--- src/rtl/time_set_pkg.sv ---
// Shared types and constants for the manual time-setting controller.
package time_set_pkg;

  typedef enum logic [2:0] {RUN, EDIT_H, EDIT_M, EDIT_S, COMMIT} state_t;

  localparam logic [1:0] SEL_HOURS   = 2'b10;
  localparam logic [1:0] SEL_MINUTES = 2'b01;
  localparam logic [1:0] SEL_SECONDS = 2'b00;
  localparam logic [1:0] SEL_NONE    = 2'b11;

  localparam logic [5:0] HOURS_MAX   = 6'd23;
  localparam logic [5:0] MIN_SEC_MAX = 6'd59;

  // One step up or down with wrap-around between 0 and vmax.
  function automatic logic [5:0] f_step(input logic [5:0] v, input logic [5:0] vmax,
                                        input logic up);
    if (up) return (v >= vmax) ? 6'd0 : v + 6'd1;
    else    return (v == 6'd0) ? vmax : v - 6'd1;
  endfunction

endpackage

--- src/rtl/time_set_controller_btn_repeat.sv ---
// Button edge detect with hold-to-repeat: one event on the edge, then after
// REPEAT_DELAY cycles (from input rise) and every REPEAT_PERIOD thereafter.
module btn_repeat #(
  parameter int REPEAT_DELAY  = 50_000_000,
  parameter int REPEAT_PERIOD = 10_000_000
) (
  input  logic clock,
  input  logic reset_n,
  input  logic i_btn,
  input  logic i_arm,
  output logic o_edge,
  output logic o_event
);
  localparam int CMAX = (REPEAT_DELAY > REPEAT_PERIOD) ? REPEAT_DELAY : REPEAT_PERIOD;
  localparam int CW   = $clog2(CMAX + 1);

  logic          r_q, r_d, r_held, r_rep;
  logic [CW-1:0] r_cnt;
  logic          w_fire;

  assign o_edge  = r_q & ~r_d;
  // Edge event is one cycle after input rise, so the first repeat is DELAY-1 after it.
  assign w_fire  = r_held & r_q & (r_rep ? (r_cnt == CW'(REPEAT_PERIOD))
                                         : (r_cnt == CW'(REPEAT_DELAY - 1)));
  assign o_event = (o_edge & i_arm) | w_fire;

  always_ff @(posedge clock or negedge reset_n) begin
    if (!reset_n) begin
      r_q    <= 1'b0;
      r_d    <= 1'b0;
      r_held <= 1'b0;
      r_rep  <= 1'b0;
      r_cnt  <= '0;
    end else begin
      r_q <= i_btn;
      r_d <= r_q;
      if (!r_q) begin
        r_held <= 1'b0;
        r_rep  <= 1'b0;
        r_cnt  <= '0;
      end else if (o_edge) begin
        // A press that starts while disarmed never repeats.
        r_held <= i_arm;
        r_rep  <= 1'b0;
        r_cnt  <= CW'(1);
      end else if (w_fire) begin
        r_rep <= 1'b1;
        r_cnt <= CW'(1);
      end else if (r_held) begin
        r_cnt <= r_cnt + CW'(1);
      end
    end
  end

endmodule

--- src/rtl/time_set_controller.sv ---
// Manual time-set sequencer: RUN -> EDIT_H -> EDIT_M -> EDIT_S -> COMMIT.
// Define DEC_BUTTON_EN to add a dec_btn input that steps the field downward.
module time_set_controller
  import time_set_pkg::*;
#(
  parameter int REPEAT_DELAY  = 50_000_000,
  parameter int REPEAT_PERIOD = 10_000_000,
  parameter int TIMEOUT_TICKS = 30
) (
  input  logic       clock,
  input  logic       reset_n,
  input  logic       tick_1hz,
  input  logic       set_btn,
  input  logic       inc_btn,
`ifdef DEC_BUTTON_EN
  input  logic       dec_btn,
`endif
  input  logic [4:0] cur_h,
  input  logic [5:0] cur_m,
  input  logic [5:0] cur_s,
  output logic [1:0] select,
  output logic       run_en,
  output logic       load,
  output logic [4:0] load_h,
  output logic [5:0] load_m,
  output logic [5:0] load_s,
  output logic       blink
);
  localparam int TW = $clog2(TIMEOUT_TICKS + 1);

  state_t        r_state, w_next;
  logic          r_set_q, r_set_d, w_set_edge;
  logic          w_edit, w_next_edit;
  logic          w_inc_ev, w_inc_edge;
  logic          w_up, w_req, w_btn_ev, w_any_edge, w_step, w_timeout;
  logic [4:0]    r_eh;
  logic [5:0]    r_em, r_es;
  logic [5:0]    w_h_nx, w_m_nx, w_s_nx;
  logic [TW-1:0] r_to;
  logic          r_blink;

  assign w_set_edge  = r_set_q & ~r_set_d;
  assign w_edit      = (r_state == EDIT_H) || (r_state == EDIT_M) || (r_state == EDIT_S);
  assign w_next_edit = (w_next == EDIT_H) || (w_next == EDIT_M) || (w_next == EDIT_S);

  btn_repeat #(.REPEAT_DELAY(REPEAT_DELAY), .REPEAT_PERIOD(REPEAT_PERIOD)) u_inc (
    .clock(clock), .reset_n(reset_n), .i_btn(inc_btn), .i_arm(w_edit),
    .o_edge(w_inc_edge), .o_event(w_inc_ev));

`ifdef DEC_BUTTON_EN
  logic w_dec_ev, w_dec_edge;
  btn_repeat #(.REPEAT_DELAY(REPEAT_DELAY), .REPEAT_PERIOD(REPEAT_PERIOD)) u_dec (
    .clock(clock), .reset_n(reset_n), .i_btn(dec_btn), .i_arm(w_edit),
    .o_edge(w_dec_edge), .o_event(w_dec_ev));
  // Opposing events in one cycle cancel out.
  assign w_up       = w_inc_ev;
  assign w_req      = w_inc_ev ^ w_dec_ev;
  assign w_btn_ev   = w_inc_ev | w_dec_ev;
  assign w_any_edge = w_inc_edge | w_dec_edge;
`else
  assign w_up       = 1'b1;
  assign w_req      = w_inc_ev;
  assign w_btn_ev   = w_inc_ev;
  assign w_any_edge = w_inc_edge;
`endif

  assign w_step    = w_req & w_edit & ~w_set_edge;
  assign w_timeout = w_edit & tick_1hz & ~w_set_edge & ~w_any_edge
                   & (r_to == TW'(TIMEOUT_TICKS - 1));
  assign w_h_nx    = f_step({1'b0, r_eh}, HOURS_MAX, w_up);
  assign w_m_nx    = f_step(r_em, MIN_SEC_MAX, w_up);
  assign w_s_nx    = f_step(r_es, MIN_SEC_MAX, w_up);

  always_ff @(posedge clock or negedge reset_n) begin
    if (!reset_n) r_state <= RUN;
    else          r_state <= w_next;
  end

  always_comb begin
    w_next = r_state;
    case (r_state)
      RUN:    if (w_set_edge) w_next = EDIT_H;
      EDIT_H: if (w_set_edge) w_next = EDIT_M; else if (w_timeout) w_next = RUN;
      EDIT_M: if (w_set_edge) w_next = EDIT_S; else if (w_timeout) w_next = RUN;
      EDIT_S: if (w_set_edge) w_next = COMMIT; else if (w_timeout) w_next = RUN;
      COMMIT: w_next = RUN;
      default: w_next = RUN;
    endcase
  end

  always_ff @(posedge clock or negedge reset_n) begin
    if (!reset_n) begin
      r_set_q <= 1'b0;
      r_set_d <= 1'b0;
      r_eh    <= '0;
      r_em    <= '0;
      r_es    <= '0;
      load_h  <= '0;
      load_m  <= '0;
      load_s  <= '0;
      r_to    <= '0;
      r_blink <= 1'b0;
    end else begin
      r_set_q <= set_btn;
      r_set_d <= r_set_q;

      if (r_state == RUN && w_set_edge) begin
        r_eh <= ({1'b0, cur_h} > HOURS_MAX)   ? 5'd0 : cur_h;
        r_em <= (cur_m > MIN_SEC_MAX)         ? 6'd0 : cur_m;
        r_es <= (cur_s > MIN_SEC_MAX)         ? 6'd0 : cur_s;
      end else if (w_step) begin
        case (r_state)
          EDIT_H:  r_eh <= w_h_nx[4:0];
          EDIT_M:  r_em <= w_m_nx;
          default: r_es <= w_s_nx;
        endcase
      end

      if (r_state == EDIT_S && w_set_edge) begin
        load_h <= r_eh;
        load_m <= r_em;
        load_s <= r_es;
      end

      if (!w_next_edit || w_next != r_state || w_set_edge || w_any_edge) r_to <= '0;
      else if (tick_1hz)                                                r_to <= r_to + TW'(1);

      // Field shown solid on entry and right after any step, else blinks at 1 Hz.
      if (!w_next_edit || w_next != r_state || w_btn_ev) r_blink <= 1'b0;
      else if (tick_1hz)                                 r_blink <= ~r_blink;
    end
  end

  always_comb begin
    select = SEL_NONE;
    case (r_state)
      EDIT_H:  select = SEL_HOURS;
      EDIT_M:  select = SEL_MINUTES;
      EDIT_S:  select = SEL_SECONDS;
      default: select = SEL_NONE;
    endcase
  end

  assign run_en = (r_state == RUN);
  assign load   = (r_state == COMMIT);
  assign blink  = r_blink;

endmodule

--- config.mk ---
export PLATFORM = sky130hd
export DESIGN_NAME = time_set_controller
export DESIGN_NICKNAME = d
export VERILOG_FILES = /design/src/rtl/time_set_pkg.sv /design/src/rtl/time_set_controller_btn_repeat.sv /design/src/rtl/time_set_controller.sv
export SDC_FILE = /design/constraint.sdc
export NUM_CORES = 1
export LEC_CHECK = 0
export CORE_MARGIN = 2
export CORE_UTILIZATION = 40
export DETAILED_ROUTE_END_ITERATION = 7
export PLACE_DENSITY = 0.61
export SLEW_MARGIN = 30
export SYNTH_ARGS = -nofsm -noshare
export SYNTH_HDL_FRONTEND = slang
export SYNTH_SLANG_ARGS = --single-unit
--- constraint.sdc ---
create_clock -name clock -period 2.86 [get_ports clock]
set_input_delay 0.858 -clock clock [delete_from_list [all_inputs] [get_ports clock]]
set_output_delay 0.858 -clock clock [all_outputs]
set_load 0.02 [all_outputs]
==> results_dict.tcl <==
set metrics [dict create \
    switching_power_mw 1.255 \
    p_leak_nw 1.848 \
    viasPerCell 5.253 \
    drt_pre_antenna_iters 4 \
    fin_crit_sh_pct 95.20 \
    yosys_warnings 0 \
    yosysTopAreaCell "dfrtp_1" \
    start_kind "flop" \
    synth_seq_cells 75 \
    wl_um 8209 \
    first_global_vias 2948 \
    p_int_mw 2.427 \
    antenna_found_initial 0 \
    die_area_sq_um 10380 \
    ys_seq_area_share_pct 48.97 \
    coreArea_sq_um 9284 \
    post-dp-hpwl_um 5891 \
    slew_viol_final 0 \
    cts_resized 0 \
    fin_setup_tns_ps 0 \
    syn_to_final_growth_pct 21.35 \
    fmax_ghz 0.3673 \
    clkTransAtPathRegs_ps 80 \
    fin_skew_ps 9.280 \
    synthTopCellsByCount "dfrtp_1 (75), nor2_1 (43), nand2_1 (27)" \
    globalplace.congestion 0.8577 \
    drtIter0Drc 131 \
    r2r-start "u_inc.r_cnt[7]$_DFFE_PN0P_" \
    grt_max_degree 41 \
    peakVddDrop_mv 0.4806 \
    synth_area_sq_um 3832 \
    overflow 0 \
    drc 0 \
    rr_worst_depth 6 \
    cts_hold_buffers 0 \
    required_ps 2000 \
    synth_most_common_cell "dfrtp_1" \
    worstHoldStart "r_set_q$_DFF_PN0_" \
    tritoncts "built" \
    fin_crit_ps 2723 \
    async_flop_share_pct 100.0 \
    synth_edf_count 0 \
    die_w_um 101.9 \
    maxCapViolations 0 \
    gr-usage-all-layers_pct 17.51 \
    clk_latency_ps 340 \
    holdWs_ps 405.7 \
    reg2reg_to "r_eh[0]$_DFFE_PN0P_" \
    netlist_instances 382 \
    hp-class "reg -> reg" \
    clockBufferDepth 2 \
    slew_headroom_pct 49.10 \
    pwr-share-clk_pct 23.3 \
    cp-end-kind "output port" \
    root_buffer "clkbuf_8" \
    wl_per_cell_um 14.50 \
    drive_gt1_share_pct 12.36 \
    synthFlopType "dfrtp_1" \
    p_seq_share_pct 43.1 \
    fp.dieH_um 101.9 \
    io_pins 44 \
    p_per_area_nw_per_um2 791.7 \
    num_rows 35 \
    fin_nets 460 \
    status "completed" \
    share_comb_of_total_power_pct 33.6 \
    hold_end "r_set_d$_DFF_PN0_" \
    worstPathArrival_ps 1860 \
    swShare_pct 34.09 \
    min_path_cells 0 \
    cts_setup_buffers 0 \
    io_buffers 43 \
    cts-htree-levels 3 \
    numCtsBuffers 9 \
    ant_nets 0 \
    synth_top_area_share_pct 48.97 \
    ff2ff_setup_slack_ps 290 \
    worst_pin_slew_ps 763.6 \
    antennaDiodeCount 0 \
    ys_types 59 \
    grt_pass1_wl_um 14320 \
    setup_viol 0 \
    start_util_pct 41.28 \
    synthTopCellsByArea "dfrtp_1 (49%), mux2_2 (6.5%), nor2_1 (4.2%), xor2_1 (3.9%), nand3_1 (3.0%)" \
    hold_viol 0 \
    worstSetupPathType "reg -> out" \
    cp_max_fo 9 \
    cts_sinks 75 \
    syn_nets 410 \
    vias 2973 \
    rsz0062_at_grt "no" \
    syn_area_per_cell_sq_um 10.03 \
]
-- area by class of cell --
cell class	count	area (sq um)
clock inverter	4	47.55
clock buffer	12	165.2
sequential	75	1877
inverter	11	41.29
tap	129	161.4
multi-input combinational	286	1873
fill	904	4633
timing repair buffer	49	485.5
-- state kept, by name, indices dropped and copies added, names as in the netlist, 3 cells and up --
name and count:
r_em 6, r_eh 5, r_es 6, r_state 3, load_s 6, r_to 5, load_m 6, u_inc.r_cnt 26
load_h 5
-- layout by cell type (no fill, tap or decap), types with 3 or more instances in the layout --
cell type / Yosys / final
inv_1: 11 / 11
nand2b_1: 9 / 9
buf_4: 0 / 6
nand4_1: 6 / 6
and2_1: 3 / 3
xnor2_1: 11 / 11
nand2_1: 27 / 27
a21oi_1: 15 / 15
nor2b_1: 5 / 5
and3_1: 3 / 3
nor2_1: 43 / 43
ha_1: 6 / 6
clkbuf_8: 0 / 12
mux2_2: 22 / 22
dfrtp_1: 75 / 75
or3_1: 3 / 3
xor2_1: 17 / 17
o2bb2ai_1: 4 / 4
nor3_1: 10 / 10
o211ai_1: 4 / 4
clkdlybuf4s50_1: 0 / 42
nor4bb_1: 3 / 3
nand3_1: 23 / 23
o21ai_0: 23 / 23
a31oi_1: 4 / 4
-- how the worst max path moves through the flow --
stage	start	end	slack, ps	depth (start not counted)
after floorplan	u_inc.r_cnt[7]$_DFFE_PN0P_	r_eh[0]$_DFFE_PN0P_	520	6
after global placement	u_inc.r_cnt[7]$_DFFE_PN0P_	r_eh[1]$_DFFE_PN0P_	320	6
after detailed placement	u_inc.r_cnt[7]$_DFFE_PN0P_	r_eh[0]$_DFFE_PN0P_	250	6
after CTS	r_state[0]$_DFF_PN0_	run_en	140	2
after global routing	r_state[0]$_DFF_PN0_	run_en	20	2
final	r_state[0]$_DFF_PN0_	run_en	140	2
-- worst max-delay path, stage by stage, from the launching register on --
cell and delay, ps:
dfrtp_1 470, nor3_1 360, clkdlybuf4s50_1 700
-- power groups by stage --
stage | logic, mW | registers, mW | clock network [mW]
floorplan | 0.640 | 1.68 | 0
global placement | 1.22 | 1.61 | 0
global route | 1.38 | 1.64 | 0.945
CTS | 1.25 | 1.59 | 0.888
detailed placement | 1.24 | 1.61 | 0
finish | 1.24 | 1.59 | 0.858
-- metal layers --
metal	track usage, %	vias to the layer above	wire, um
met2	27.28	62	3826
met4	5.128	0	104
li1	-	1471	-
met5	0	-	0
met1	24.09	1432	3872
met3	4.788	8	406
-- per-stage QoR --
step | power [mW] | cell area (sq um) | instances | setup slack, ps | utilization, %
final | 3.682 | 4651 | 566 | 137.4 | 50.09
after global placement | 2.826 | 4438 | 550 | 318.7 | 47.80
after CTS | 3.726 | 4651 | 566 | 135.6 | 50.09
after floorplan | 2.318 | 3832 | 382 | 520.8 | -
after detailed placement | 2.849 | 4438 | 550 | 248.9 | 47.80
after global routing | 3.959 | 4651 | 566 | 15.51 | 50.09
-- kinds of logic (layout without fill, tap and decap cells) --
logic type               count (synthesis)  after routing  synth area share [%]
adder cells (fa/ha/maj)                  6              6                 1.959
flip-flops                              75             75                 48.97
buffers and inverters                   21             76                 2.155
multiplexers                            23             23                 6.726
AO/OA/AOI/OAI                           73             73                 12.60
XOR/XNOR                                28             28                 6.399
AND/OR/NAND/NOR                        156            156                 21.19
(Power assumes the default switching activity.)
